## config.mk

```make
export PLATFORM = sky130hd
export DESIGN_NAME = mdu_sequencer
export DESIGN_NICKNAME = d
export VERILOG_FILES = /design/src/rtl/mdu_sequencer.sv
export SDC_FILE = /design/constraint.sdc
export NUM_CORES = 1
export LEC_CHECK = 0
export ABC_CLOCK_PERIOD_IN_PS = 7330
export CAP_MARGIN = 10
export CORE_MARGIN = 3
export CORE_UTILIZATION = 57
export CTS_CLUSTER_DIAMETER = 40
export DETAILED_ROUTE_END_ITERATION = 16
export PLACE_DENSITY = 0.8
export SYNTH_ARGS = -nofsm -noshare
export SYNTH_HDL_FRONTEND = slang
export SYNTH_SLANG_ARGS = --single-unit
```

## constraint.sdc

```tcl
create_clock -name clk -period 7.33 [get_ports clk]
set_input_delay 1.466 -clock clk [delete_from_list [all_inputs] [get_ports clk]]
set_output_delay 1.466 -clock clk [all_outputs]
set_load 0.05 [all_outputs]
```

## src/rtl/mdu_sequencer.sv

```systemverilog
// Iterative multiply/divide unit owning HI/LO: one 33-bit adder per step, DATA_W steps,
// then a single sign-fix cycle that writes HI/LO and pulses done.
module mdu_sequencer #(
    parameter int DATA_W = 32
) (
    input  logic              clk,
    input  logic              rst,
    input  logic              start,
    input  logic [2:0]        op,
    input  logic [DATA_W-1:0] SrcA,
    input  logic [DATA_W-1:0] SrcB,
    input  logic              rd_hilo,
    input  logic              flush,
    output logic              busy,
    output logic              stall,
    output logic              done,
    output logic [DATA_W-1:0] HI,
    output logic [DATA_W-1:0] LO
);

    typedef enum logic [1:0] {IDLE, RUN, FIX} state_t;
    localparam int CNT_W = $clog2(DATA_W);

    state_t              state, state_nxt;
    logic [CNT_W-1:0]    cnt;
    logic [2*DATA_W-1:0] acc;      // mul: {partial, multiplier}; div: {remainder, dividend/quotient}
    logic [DATA_W-1:0]   opb;      // multiplicand or divisor magnitude
    logic                is_div, neg_q, neg_r;
    logic [DATA_W-1:0]   hi_q, lo_q;
    logic                done_q;

    logic              launch, sgn_a, sgn_b;
    logic [DATA_W-1:0] mag_a, mag_b;
    logic [DATA_W:0]   add_a, add_b, add_sum;
    logic              add_cin;
    logic [2*DATA_W-1:0] prod_fix;
    logic [DATA_W-1:0] hi_res, lo_res;

    assign launch = (state == IDLE) && start && !flush && !op[2];
    assign sgn_a  = op[0] && SrcA[DATA_W-1];
    assign sgn_b  = op[0] && SrcB[DATA_W-1];
    assign mag_a  = sgn_a ? -SrcA : SrcA;
    assign mag_b  = sgn_b ? -SrcB : SrcB;

    // The single shared adder: add-if-lsb for multiply, trial subtract for divide.
    always_comb begin
        if (is_div) begin
            add_a   = acc[2*DATA_W-1:DATA_W-1];
            add_b   = ~{1'b0, opb};
            add_cin = 1'b1;
        end else begin
            add_a   = {1'b0, acc[2*DATA_W-1:DATA_W]};
            add_b   = acc[0] ? {1'b0, opb} : '0;
            add_cin = 1'b0;
        end
        add_sum = add_a + add_b + {{DATA_W{1'b0}}, add_cin};
    end

    always_comb begin
        prod_fix = neg_q ? -acc : acc;
        if (is_div) begin
            hi_res = neg_r ? -acc[2*DATA_W-1:DATA_W] : acc[2*DATA_W-1:DATA_W];
            lo_res = neg_q ? -acc[DATA_W-1:0] : acc[DATA_W-1:0];
        end else begin
            hi_res = prod_fix[2*DATA_W-1:DATA_W];
            lo_res = prod_fix[DATA_W-1:0];
        end
    end

    // NOTE: every signal driven here gets a default first, so no path can infer a latch.
    always_comb begin
        state_nxt = state;
        unique case (state)
            IDLE:    if (launch) state_nxt = RUN;
            RUN:     if (cnt == CNT_W'(DATA_W-1)) state_nxt = FIX;
            FIX:     state_nxt = IDLE;
            default: state_nxt = IDLE;
        endcase
        if (flush) state_nxt = IDLE;
    end

    // NOTE: non-blocking assignments so every register samples pre-edge values.
    always_ff @(posedge clk) begin
        if (rst) begin
            state  <= IDLE;
            cnt    <= '0;
            done_q <= 1'b0;
            hi_q   <= '0;
            lo_q   <= '0;
        end else begin
            state  <= state_nxt;
            done_q <= (state == FIX) && !flush;
            unique case (state)
                IDLE: begin
                    if (launch) begin
                        cnt    <= '0;
                        is_div <= op[1];
                        acc    <= {{DATA_W{1'b0}}, op[1] ? mag_a : mag_b};
                        opb    <= op[1] ? mag_b : mag_a;
                        // Divide by zero keeps the quotient all ones regardless of sign.
                        neg_q  <= (sgn_a ^ sgn_b) && (!op[1] || (SrcB != '0));
                        neg_r  <= sgn_a;
                    end else if (start && !flush && op == 3'b100) begin
                        hi_q <= SrcA;
                    end else if (start && !flush && op == 3'b101) begin
                        lo_q <= SrcA;
                    end
                end
                RUN: begin
                    cnt <= cnt + 1'b1;
                    if (is_div) begin
                        if (add_sum[DATA_W]) acc <= {acc[2*DATA_W-2:0], 1'b0};
                        else acc <= {add_sum[DATA_W-1:0], acc[DATA_W-2:0], 1'b1};
                    end else begin
                        acc <= {add_sum, acc[DATA_W-1:1]};
                    end
                end
                FIX: begin
                    if (!flush) begin
                        hi_q <= hi_res;
                        lo_q <= lo_res;
                    end
                end
                default: ;
            endcase
        end
    end

    assign busy  = (state != IDLE);
    assign stall = busy && (start || rd_hilo);
    assign done  = done_q;
    assign HI    = hi_q;
    assign LO    = lo_q;

endmodule
```

==> impl_metrics.json <==
{
  "dp_hpwl_mm": 37.8,
  "viasPerCell": 6.61,
  "wire_per_inst_um": 23.6,
  "root_buffer": "clkbuf_16",
  "antenna_found_initial": 0,
  "swShare_pct": 30.9,
  "drt_pass1_iterations": 6,
  "clk_latency_ps": 450,
  "path_clk_slew_ps": 80,
  "final_nets": 1886,
  "crit_start": "is_div",
  "top_usage_layer": "met2",
  "worst_pin_slew_ps": 1010,
  "vias": 13921,
  "internal-power_mw": 1.73,
  "timing.fmax_mhz": 192,
  "start_kind": "flip-flop",
  "status": "finished, final reports clean",
  "n_antenna_cell": 0,
  "cp.arrival_ps": 5400,
  "finalSetupTns_ps": 0,
  "cts_tree": "done",
  "grt_max_degree": 149,
  "grt-ovfl-total": 0,
  "final-max-slew-violation-count": 0,
  "crit_path_end_kind": "flip-flop",
  "clockBufferDepth": 2,
  "die_y_um": 161,
  "synth.avg_cell_area_um2": 8.06,
  "cpPeakStageDelay_ps": 770,
  "cts.repair.resized": 0,
  "yosysSeqAreaShare_pct": 32.1,
  "use_met3_pct": 8.16,
  "gr-usage-met1_pct": 50.8,
  "place_congestion": 1.00,
  "numCtsBuffers": 17,
  "crit_path_max_fanout": 148,
  "die_area_um2": 26000,
  "skew_ps": 13.9,
  "crit_cells": 15,
  "drtIter0Drc": 1841,
  "ir_drop_v": 0.000140,
  "io_buffers": 138,
  "initial_core_util_pct": 58.3,
  "rsz0062_at_grt": "false",
  "pwr-share-clk_pct": 36.7,
  "fin_crit_ps": 5200,
  "final_cell_area_um2": 15900,
  "netlist_area_um2": 13800,
  "power_frac_seq_pct": 43.2,
  "grtUsageTotal_pct": 36.9,
  "htree_levels": 4,
  "path_cells": "buf_12, nor2_2, buf_4, nand2_1, o21ai_0, fa_1, a21o_1, a221oi_2, o21ai_1, a31o_2, a32oi_2, a2bb2oi_2, and2_1, o21ai_0, o211a_1",
  "synthCells": 1707,
  "worst-path-buf-inv": 2,
  "p_comb_share_pct": 20.1,
  "slew_headroom_pct": 32.3,
  "worstSetupPathType": "reg2reg",
  "ant_nets": 0,
  "drive_gt1_share_pct": 6.88,
  "cp.required_ps": 7530,
  "crit_end": "acc[54]",
  "coreArea_um2": 23600,
  "place_area_um2": 15300,
  "cts.sinks": 171,
  "period_share_pct": 70.9,
  "r2r_setup_slack_ps": 2130,
  "critPathSlowestCell": "and2_1",
  "grt_pass1_wl_mm": 74.1,
  "hp-class": "reg2reg",
  "synthToLayoutAreaGrowth_pct": 15.2,
  "die_width_um": 161,
  "synthFlopType": "edfxtp_1",
  "timing.rr.end": "acc[54]",
  "globalRouteMet2Util_pct": 54.9,
  "r2r_cells": 15,
  "ios": 139,
  "p_per_area_nw_per_um2": 158,
  "crit_family": "compound AO/OA/AOI/OAI gates",
  "maxCapViolations": 0,
  "grt_pass1_vias": 12671,
  "yosys_warnings": 0,
  "synth-edff-count": 99,
  "synth-seq-cells": 171,
  "yosysUniqueCellTypes": 82,
  "synthesis.nets": 1818,
  "post_cts_buffers": 0,
  "switchingPower_mw": 0.773,
  "hold_viol": 0,
  "drc": 0,
  "hold_buffers": 0,
  "timing.rr.start": "is_div",
  "synthArstFlopShare_pct": 0,
  "setup_viol": 0,
  "cpMostUsedCell": "o21ai_0",
  "fin_util_pct": 67.1,
  "rows": 56,
  "p_leak_nw": 5.70,
  "wl_mm": 49.8
}
-- tightest hold or removal path: stages, from the launching register on --
cell and delay, ps:
dfxtp_1 310, nand2_1 50, o21ai_1 50
-- power by group through the flow --
| stage | Combinational (mW) | Sequential (mW) | Clock, mW |
|---|---|---|---|
| 2_1_floorplan | 0.300 | 1.10 | 0 |
| 3_3_place_gp | 0.476 | 1.10 | 0 |
| 3_5_place_dp | 0.483 | 1.10 | 0 |
| 4_1_cts | 0.488 | 1.08 | 0.908 |
| 5_1_grt | 0.536 | 1.08 | 0.950 |
| 6_report | 0.502 | 1.08 | 0.918 |
-- cell usage after synthesis (19+ instances only) --
master	n	area, um2
edfxtp_1	99	2970
inv_1	19	71.3
nand2_1	215	807
clkbuf_1	84	315
xor2_1	74	648
ha_1	37	463
a31oi_1	35	219
dfxtp_1	72	1440
nor3_1	50	250
nor4_1	20	125
o31ai_1	22	165
o21ai_0	151	756
mux2i_1	67	671
xnor2_1	72	631
o211ai_1	19	143
nor2_1	192	721
a211oi_1	28	210
a21oi_1	150	751
mux2_2	31	349
-- sequential cells by signal, summed over array words and instances (netlist names) --
signal / count
neg_q: 1
cnt: 5
neg_r: 1
opb: 32
HI: 32
LO: 32
is_div: 1
acc: 64
done: 1
state: 2
-- layout make-up --
| cell class | instances | area (um2) |
|---|---|---|
| fillers | 2015 | 7760 |
| multi-input cells | 1407 | 8870 |
| inverters | 22 | 82.6 |
| clock buffers | 21 | 462 |
| flip-flops and latches | 171 | 4410 |
| well taps | 319 | 399 |
| clock inverters | 11 | 106 |
| repair buffers | 156 | 1520 |
-- cells in the final DEF (no fill, tap or decap), types with 20 or more instances in the layout --
| cell type | count |
|---|---|
| edfxtp_1 | 99 |
| ha_1 | 37 |
| o21ai_0 | 151 |
| mux2_2 | 31 |
| a211oi_1 | 28 |
| clkdlybuf4s50_1 | 136 |
| nand2_1 | 215 |
| mux2i_1 | 67 |
| a21oi_1 | 150 |
| xnor2_1 | 72 |
| o31ai_1 | 22 |
| xor2_1 | 74 |
| nor4_1 | 20 |
| dfxtp_1 | 72 |
| nor2_1 | 190 |
| nor3_1 | 49 |
| a31oi_1 | 35 |
-- worst min-delay path by stage --
stage / startpoint / to / slack (ps) / cells past startpoint
4_1_cts: HI[31] / HI[31] / 450 / 2
2_1_floorplan: cnt[2] / cnt[2] / 460 / 2
6_report: HI[31] / HI[31] / 450 / 2
3_5_place_dp: HI[24] / HI[24] / 440 / 2
3_3_place_gp: HI[26] / HI[26] / 430 / 2
5_1_grt: HI[31] / HI[31] / 480 / 2
-- layer usage --
layer	wire length, um	up-vias
li1	-	6399
met5	0	-
met1	19800	6489
met4	2710	0
met2	21300	905
met3	6000	128
-- kinds of logic (layout without fill, tap and decap cells) --
| family | after synthesis | in the layout | share of synthesized area [%] |
|---|---|---|---|
| xor+xnor | 146 | 146 | 9.29 |
| flops | 171 | 171 | 32.1 |
| compound gates | 525 | 525 | 23.9 |
| mux | 98 | 98 | 7.41 |
| fa+ha+maj | 39 | 39 | 3.65 |
| buf+inv | 129 | 210 | 3.67 |
| simple gates | 599 | 599 | 20.0 |
-- through the flow --
stage	worst slack (ps)	hold slack, ps	power [mW]	instances
detailed placement	2200	439	1.58	2075
floorplan	2080	462	1.40	1707
finish	2130	447	2.50	2107
global placement	2340	433	1.58	2075
global route	1690	475	2.57	2107
CTS	2150	451	2.47	2107
Power figures use the tool's default switching activity.
